### config.mk
export PLATFORM = sky130hd
export DESIGN_NAME = mem_stage_flat
export DESIGN_NICKNAME = d
export VERILOG_FILES = /design/src/rtl/mem_stage_pkg.sv /design/src/rtl/mem_stage_if.sv /design/src/rtl/mem_stage_load_align.sv /design/src/rtl/mem_stage.sv /design/src/flat_wrapper.sv
export SDC_FILE = /design/constraint.sdc
export NUM_CORES = 1
export LEC_CHECK = 0
export CORE_MARGIN = 2
export CORE_UTILIZATION = 42
export DETAILED_ROUTE_END_ITERATION = 10
export PLACE_DENSITY = 0.9
export SYNTH_ARGS = -nofsm -noshare
export SYNTH_HDL_FRONTEND = slang
export SYNTH_SLANG_ARGS = --single-unit
### constraint.sdc
create_clock -name clk_i -period 5.9 [get_ports clk_i]
set_clock_uncertainty 0.2 [all_clocks]
set_input_delay 0.59 -clock clk_i [delete_from_list [all_inputs] [get_ports clk_i]]
set_output_delay 0.59 -clock clk_i [all_outputs]
set_load 0.01 [all_outputs]
### src/rtl/mem_stage_pkg.sv
// Shared types for the rvga MEM stage: word type, MEM FSM states and RV32I
// load/store funct3 encodings.
package mem_stage_pkg;

   typedef logic [31:0] rvga_word;

   typedef enum logic [1:0] {
      IDLE,
      WAIT_RESP,
      DONE
   } rvga_mem_state_e;

   localparam logic [2:0] LB  = 3'b000;
   localparam logic [2:0] LH  = 3'b001;
   localparam logic [2:0] LW  = 3'b010;
   localparam logic [2:0] LBU = 3'b100;
   localparam logic [2:0] LHU = 3'b101;
   localparam logic [2:0] SB  = 3'b000;
   localparam logic [2:0] SH  = 3'b001;
   localparam logic [2:0] SW  = 3'b010;

endpackage

### src/rtl/mem_stage_if.sv
// Data-memory port: valid/ready request channel plus valid-only read response.
interface mem_stage_if;
   import mem_stage_pkg::*;

   logic       dmem_v;
   logic       dmem_w;
   rvga_word   dmem_addr;
   logic [3:0] dmem_wmask;
   rvga_word   dmem_wdata;
   logic       dmem_ready;
   logic       dmem_rdata_v;
   rvga_word   dmem_rdata;

   modport master (
      output dmem_v, dmem_w, dmem_addr, dmem_wmask, dmem_wdata,
      input  dmem_ready, dmem_rdata_v, dmem_rdata
   );

   modport slave (
      input  dmem_v, dmem_w, dmem_addr, dmem_wmask, dmem_wdata,
      output dmem_ready, dmem_rdata_v, dmem_rdata
   );

endinterface

### src/rtl/mem_stage_load_align.sv
// Selects the addressed byte/half lane of a load word and sign- or
// zero-extends it according to funct3.
module load_align
   import mem_stage_pkg::*;
(
   input  logic [2:0] funct3_i,
   input  logic [1:0] addr_lo_i,
   input  rvga_word   raw_i,
   output rvga_word   ext_o
);

   logic signed [7:0]  lane_b;
   logic signed [15:0] lane_h;

   always_comb begin
      lane_b = '0;
      case (addr_lo_i)
         2'd0:    lane_b = raw_i[7:0];
         2'd1:    lane_b = raw_i[15:8];
         2'd2:    lane_b = raw_i[23:16];
         default: lane_b = raw_i[31:24];
      endcase
      lane_h = addr_lo_i[1] ? raw_i[31:16] : raw_i[15:0];

      ext_o = raw_i;
      case (funct3_i)
         LB:      ext_o = {{24{lane_b[7]}}, lane_b};
         LH:      ext_o = {{16{lane_h[15]}}, lane_h};
         LBU:     ext_o = {24'd0, lane_b};
         LHU:     ext_o = {16'd0, lane_h};
         default: ext_o = raw_i;
      endcase
   end

endmodule

### src/rtl/mem_stage.sv
// rvga MEM stage: issues loads/stores to the data memory, aligns load data and
// stalls the front of the pipeline until the access completes.
module mem_stage
   import mem_stage_pkg::*;
#(
   parameter int word_width_p = 32
) (
   input  logic       clk_i,
   input  logic       rst_i,
   input  logic       ld_v_i,
   input  logic       st_v_i,
   input  logic [2:0] funct3_i,
   input  rvga_word   alu_result_i,
   input  rvga_word   st_data_i,
   input  logic       stall_i,
   mem_stage_if.master dmem,
   output rvga_word   alu_or_ld_result_o,
   output logic       stall_v_o,
   output logic       mem_exc_o
);

   rvga_mem_state_e state_q, state_n;
   rvga_word        held_q;
   rvga_word        ld_word;
   logic            capture;
   logic            mem;
   logic            misalign, ld_illegal, st_illegal;
   logic [1:0]      addr_lo;

   assign addr_lo = alu_result_i[1:0];

   always_comb begin
      misalign   = ((funct3_i == 3'b001 || funct3_i == 3'b101) && addr_lo[0])
                || (funct3_i == 3'b010 && addr_lo != 2'b00);
      ld_illegal = ld_v_i && (funct3_i inside {3'b011, 3'b110, 3'b111});
      st_illegal = st_v_i && !(funct3_i inside {SB, SH, SW});
      mem_exc_o  = (ld_v_i || st_v_i) && (misalign || ld_illegal || st_illegal);
      mem        = (ld_v_i || st_v_i) && !mem_exc_o;
   end

   // Request fields are pure functions of the held EX/MEM inputs, so they stay
   // stable for as long as the memory withholds ready.
   assign dmem.dmem_w    = st_v_i;
   assign dmem.dmem_addr = {alu_result_i[word_width_p-1:2], 2'b00};

   always_comb begin
      dmem.dmem_wmask = 4'b0000;
      dmem.dmem_wdata = st_data_i;
      if (st_v_i) begin
         case (funct3_i)
            SB: begin
               dmem.dmem_wmask = 4'b0001 << addr_lo;
               dmem.dmem_wdata = {4{st_data_i[7:0]}};
            end
            SH: begin
               dmem.dmem_wmask = 4'b0011 << addr_lo;
               dmem.dmem_wdata = {2{st_data_i[15:0]}};
            end
            default: begin
               dmem.dmem_wmask = 4'b1111;
               dmem.dmem_wdata = st_data_i;
            end
         endcase
      end
   end

   load_align u_load_align (
      .funct3_i  (funct3_i),
      .addr_lo_i (addr_lo),
      .raw_i     (dmem.dmem_rdata),
      .ext_o     (ld_word)
   );

   always_comb begin
      state_n            = state_q;
      dmem.dmem_v        = 1'b0;
      stall_v_o          = 1'b0;
      capture            = 1'b0;
      alu_or_ld_result_o = alu_result_i;
      case (state_q)
         IDLE: begin
            dmem.dmem_v = mem;
            if (mem) begin
               if (!dmem.dmem_ready) begin
                  stall_v_o = 1'b1;
               end else if (st_v_i) begin
                  state_n = stall_i ? DONE : IDLE;
               end else begin
                  stall_v_o = 1'b1;
                  state_n   = WAIT_RESP;
               end
            end
         end
         WAIT_RESP: begin
            if (dmem.dmem_rdata_v) begin
               alu_or_ld_result_o = ld_word;
               capture            = 1'b1;
               state_n            = stall_i ? DONE : IDLE;
            end else begin
               stall_v_o = 1'b1;
            end
         end
         DONE: begin
            // Frozen downstream: keep presenting the finished result, no re-issue.
            alu_or_ld_result_o = ld_v_i ? held_q : alu_result_i;
            if (!stall_i) state_n = IDLE;
         end
         default: state_n = IDLE;
      endcase
   end

   always_ff @(posedge clk_i or posedge rst_i) begin
      if (rst_i) begin
         state_q <= IDLE;
         held_q  <= '0;
      end else begin
         state_q <= state_n;
         if (capture) held_q <= ld_word;
      end
   end

endmodule
### src/flat_wrapper.sv
// flat-port wrapper written by rule: the top's interface ports become plain ports
module mem_stage_flat import mem_stage_pkg::*;
#(
   parameter int word_width_p = 32
)
  (clk_i, rst_i, ld_v_i, st_v_i, funct3_i, alu_result_i, st_data_i, stall_i, alu_or_ld_result_o, stall_v_o, mem_exc_o, dmem_dmem_v, dmem_dmem_w, dmem_dmem_addr, dmem_dmem_wmask, dmem_dmem_wdata, dmem_dmem_ready, dmem_dmem_rdata_v, dmem_dmem_rdata);
  mem_stage_if dmem_i ();
  input  logic clk_i;
  input  logic rst_i;
  input  logic ld_v_i;
  input  logic st_v_i;
  input  logic [2:0] funct3_i;
  input  rvga_word alu_result_i;
  input  rvga_word st_data_i;
  input  logic stall_i;
  output rvga_word alu_or_ld_result_o;
  output logic stall_v_o;
  output logic mem_exc_o;
  output wire logic [$bits(dmem_i.dmem_v)-1:0] dmem_dmem_v;
  output wire logic [$bits(dmem_i.dmem_w)-1:0] dmem_dmem_w;
  output wire logic [$bits(dmem_i.dmem_addr)-1:0] dmem_dmem_addr;
  output wire logic [$bits(dmem_i.dmem_wmask)-1:0] dmem_dmem_wmask;
  output wire logic [$bits(dmem_i.dmem_wdata)-1:0] dmem_dmem_wdata;
  input wire logic [$bits(dmem_i.dmem_ready)-1:0] dmem_dmem_ready;
  input wire logic [$bits(dmem_i.dmem_rdata_v)-1:0] dmem_dmem_rdata_v;
  input wire logic [$bits(dmem_i.dmem_rdata)-1:0] dmem_dmem_rdata;
  assign dmem_dmem_v = dmem_i.dmem_v;
  assign dmem_dmem_w = dmem_i.dmem_w;
  assign dmem_dmem_addr = dmem_i.dmem_addr;
  assign dmem_dmem_wmask = dmem_i.dmem_wmask;
  assign dmem_dmem_wdata = dmem_i.dmem_wdata;
  assign dmem_i.dmem_ready = dmem_dmem_ready;
  assign dmem_i.dmem_rdata_v = dmem_dmem_rdata_v;
  assign dmem_i.dmem_rdata = dmem_dmem_rdata;
  mem_stage #(.word_width_p(word_width_p)) u_core (.clk_i(clk_i), .rst_i(rst_i), .ld_v_i(ld_v_i), .st_v_i(st_v_i), .funct3_i(funct3_i), .alu_result_i(alu_result_i), .st_data_i(st_data_i), .stall_i(stall_i), .dmem(dmem_i), .alu_or_ld_result_o(alu_or_ld_result_o), .stall_v_o(stall_v_o), .mem_exc_o(mem_exc_o));
endmodule
==> flow_summary.json <==
{
  "worstHoldStart": "u_core.held_q[7]",
  "use_met3_pct": 4.89,
  "ir_worst_vdd_mv": 0.175,
  "htree_levels": 2,
  "gr-usage-met1_pct": 34.7,
  "die_w_um": 97.3,
  "critPathLaunch": "u_core.state_q[1]",
  "yosys_most_used_dff": "dfrtp_1",
  "cp-end-kind": "primary output",
  "min_period_ps": 4720,
  "antenna_found_initial": 0,
  "reg2reg_to": "u_core.held_q[7]",
  "synth_cell_type_count": 50,
  "yosysWarningCount": 0,
  "async_reset_ff_share_pct": 100,
  "yosys_register_bits": 34,
  "hold-path-endpoint": "u_core.held_q[7]",
  "die_h_um": 97.3,
  "io_pins": 210,
  "drt_iter0_markers": 305,
  "first_global_vias": 4167,
  "clock_latency_ps": 290,
  "syn_inst": 469,
  "synth-edff-count": 0,
  "reg2reg_depth": 5,
  "crit_type": "reg -> out",
  "preCtsSetupSlack_ps": 1370,
  "rows": 34,
  "synth-seq-area-share_pct": 23.3,
  "maxSlewHeadroom_pct": 29.7,
  "status": "finished clean",
  "routabilityCongestion": 0.869,
  "switching_share_pct": 41.7,
  "power_frac_seq_pct": 27.1,
  "dr.pass1.iters": 6,
  "worstMarginPinSlew_ps": 1050,
  "syn_avg_cell_area_um2": 7.79,
  "routed_wl_um": 13300,
  "min_path_type": "reg -> reg",
  "seqCellArea_um2": 851,
  "grt_remaining_overflow": 0,
  "fin_nets": 712,
  "power_leakage_nw": 2.13,
  "grt_setup_unrepaired": "false",
  "multi_input_area_um2": 2280,
  "switchingPower_uw": 654,
  "timing.final.ws_setup_ps": 1180,
  "drc_errors": 0,
  "floorplan.die_area_um2": 9460,
  "drive_gt1_share_pct": 6.62,
  "crit_required_ps": 5110,
  "min_delay_path_depth": 1,
  "io_buffers": 207,
  "tritoncts": "done",
  "grtUsageTotal_pct": 27.1,
  "clkPwrFrac_pct": 12.1,
  "cts-hold-fix-buffers": 0,
  "cts-root-buf": "clkbuf_8",
  "clkTransAtPathRegs_ps": 90,
  "initial_core_util_pct": 42.5,
  "max-clock-path-buffers": 2,
  "busiest_layer": "met2",
  "use_met2_pct": 46.5,
  "final_max_slew_viol_count": 0,
  "max_freq_mhz": 212,
  "final_cells": 712,
  "n_antenna_cell": 0,
  "netlist_area_um2": 3650,
  "hold_viol": 0,
  "r2r-start": "u_core.state_q[1]",
  "crit_arrival_ps": 3930,
  "crit_fanout": 46,
  "core_um2": 8590,
  "wire_per_inst_um": 18.7,
  "post_cts_buffers": 0,
  "nFillCells": 718,
  "maxCapViolCount": 0,
  "viasPerCell": 6.09,
  "p_int_uw": 913,
  "setup-tns-final_ps": 0,
  "cts_buffers": 5,
  "cts.sinks": 34,
  "post-route-period-util_pct": 80.1,
  "dp_cells": 704,
  "hpwlAfterDp_um": 10100,
  "r2r_slack_ps": 3770,
  "ant_nets": 0,
  "power_frac_comb_pct": 60.8,
  "power_density_nw_per_um2": 285,
  "grt_pass1_wl_um": 21400,
  "totalPowerFinal_mw": 1.57,
  "num_vias": 4334,
  "start_kind": "flip-flop",
  "grt_max_degree": 55,
  "syn2layout_area_growth_pct": 50.7,
  "ctsResizeCount": 0,
  "setup_violations": 0
}
cell usage in the layout, fill, tap and decap left out, drive strengths merged, types with 4 or more instances in the layout:
master,n
o21ai,30
a22oi,16
dfrtp,34
nand2b,7
o31ai,8
a222oi,14
mux2i,19
inv,7
nand3,4
a21oi,48
mux2,17
nor2b,6
and2,6
and3,4
buf,7
clkbuf,6
nand2,28
or3,5
a221oi,22
nor2,49
a22o,9
a211oi,14
o22ai,5
clkdlybuf4s50,206
critical path, cell delays in order (launching register included):
cell and delay [ps]:
dfrtp_1 380, inv_1 90, ha_1 850, nand3_2 920
a222oi_1 660, a211oi_1 160, clkdlybuf4s50_1 550
power groups by stage:
stage / registers (mW) / clock network (mW) / logic, mW
3_5_place_dp: 0.421 / 0 / 0.951
6_report: 0.424 / 0.190 / 0.953
4_1_cts: 0.421 / 0.188 / 0.952
3_3_place_gp: 0.416 / 0 / 0.916
2_1_floorplan: 0.400 / 0 / 0.558
5_1_grt: 0.436 / 0.196 / 1.04
cells in the mapped netlist (3+ instances only):
cell type / instances / area [um^2]
o31ai_1: 8 / 60.1
nand3_1: 4 / 20.0
a211oi_1: 14 / 105
mux2_2: 17 / 191
buf_1: 3 / 11.3
inv_1: 7 / 26.3
mux2i_1: 19 / 190
o22ai_1: 5 / 31.3
a22o_1: 9 / 78.8
o21ai_0: 26 / 130
a21o_1: 3 / 22.5
or3_1: 5 / 31.3
o21ai_1: 4 / 20.0
clkbuf_1: 32 / 120
nor2_1: 49 / 184
nand2b_1: 7 / 43.8
dfrtp_1: 34 / 851
a222oi_1: 14 / 140
buf_2: 8 / 40.0
a22oi_1: 16 / 120
and3_1: 4 / 25.0
a221oi_1: 20 / 175
a21oi_1: 48 / 240
ha_1: 3 / 37.5
buf_4: 41 / 308
nand2_1: 28 / 105
and2_1: 6 / 37.5
nor2b_1: 6 / 37.5
worst max-delay path by stage:
| stage | to | slack, ps |
|---|---|---|
| floorplan | dmem_dmem_wdata[20] | 3200 |
| global route | alu_or_ld_result_o[20] | 910 |
| detailed placement | alu_or_ld_result_o[20] | 1370 |
| global placement | alu_or_ld_result_o[17] | 1400 |
| CTS | alu_or_ld_result_o[20] | 1220 |
| finish | alu_or_ld_result_o[20] | 1180 |
per-stage QoR:
step	util (%)	instance area (um^2)	hold WS [ps]
6_report	64.0	5500	292
5_1_grt	64.0	5500	318
4_1_cts	64.0	5500	291
3_5_place_dp	62.9	5410	269
3_3_place_gp	62.9	5410	261
2_1_floorplan	-	3660	249
layer usage:
layer	vias to the layer above	part of all wire, %
li1	2001	-
met4	0	2.6
met5	-	0
met1	2059	40
met2	240	49
met3	34	7.7
area by class of cell:
type	count	share of cell area (%)
clock inverter	2	0.227
sequential	34	15.5
clock buffer	6	1.50
timing repair buffer	213	38.4
inverter	7	0.477
multi-input combinational	342	41.5
tap	108	2.46
cells by family after synthesis:
family	synth area share [%]
compound gates	35.2
simple gates	14.8
buf+inv	14.4
mux	11.2
flops	23.3
fa+ha+maj	1.03
other cells	0.103
registers in the layout, summed over array words and instances, names as in the netlist:
| signal | cells |
|---|---|
| u_core.held_q | 32 |
| u_core.state_q | 2 |
(Power assumes the default switching activity.)
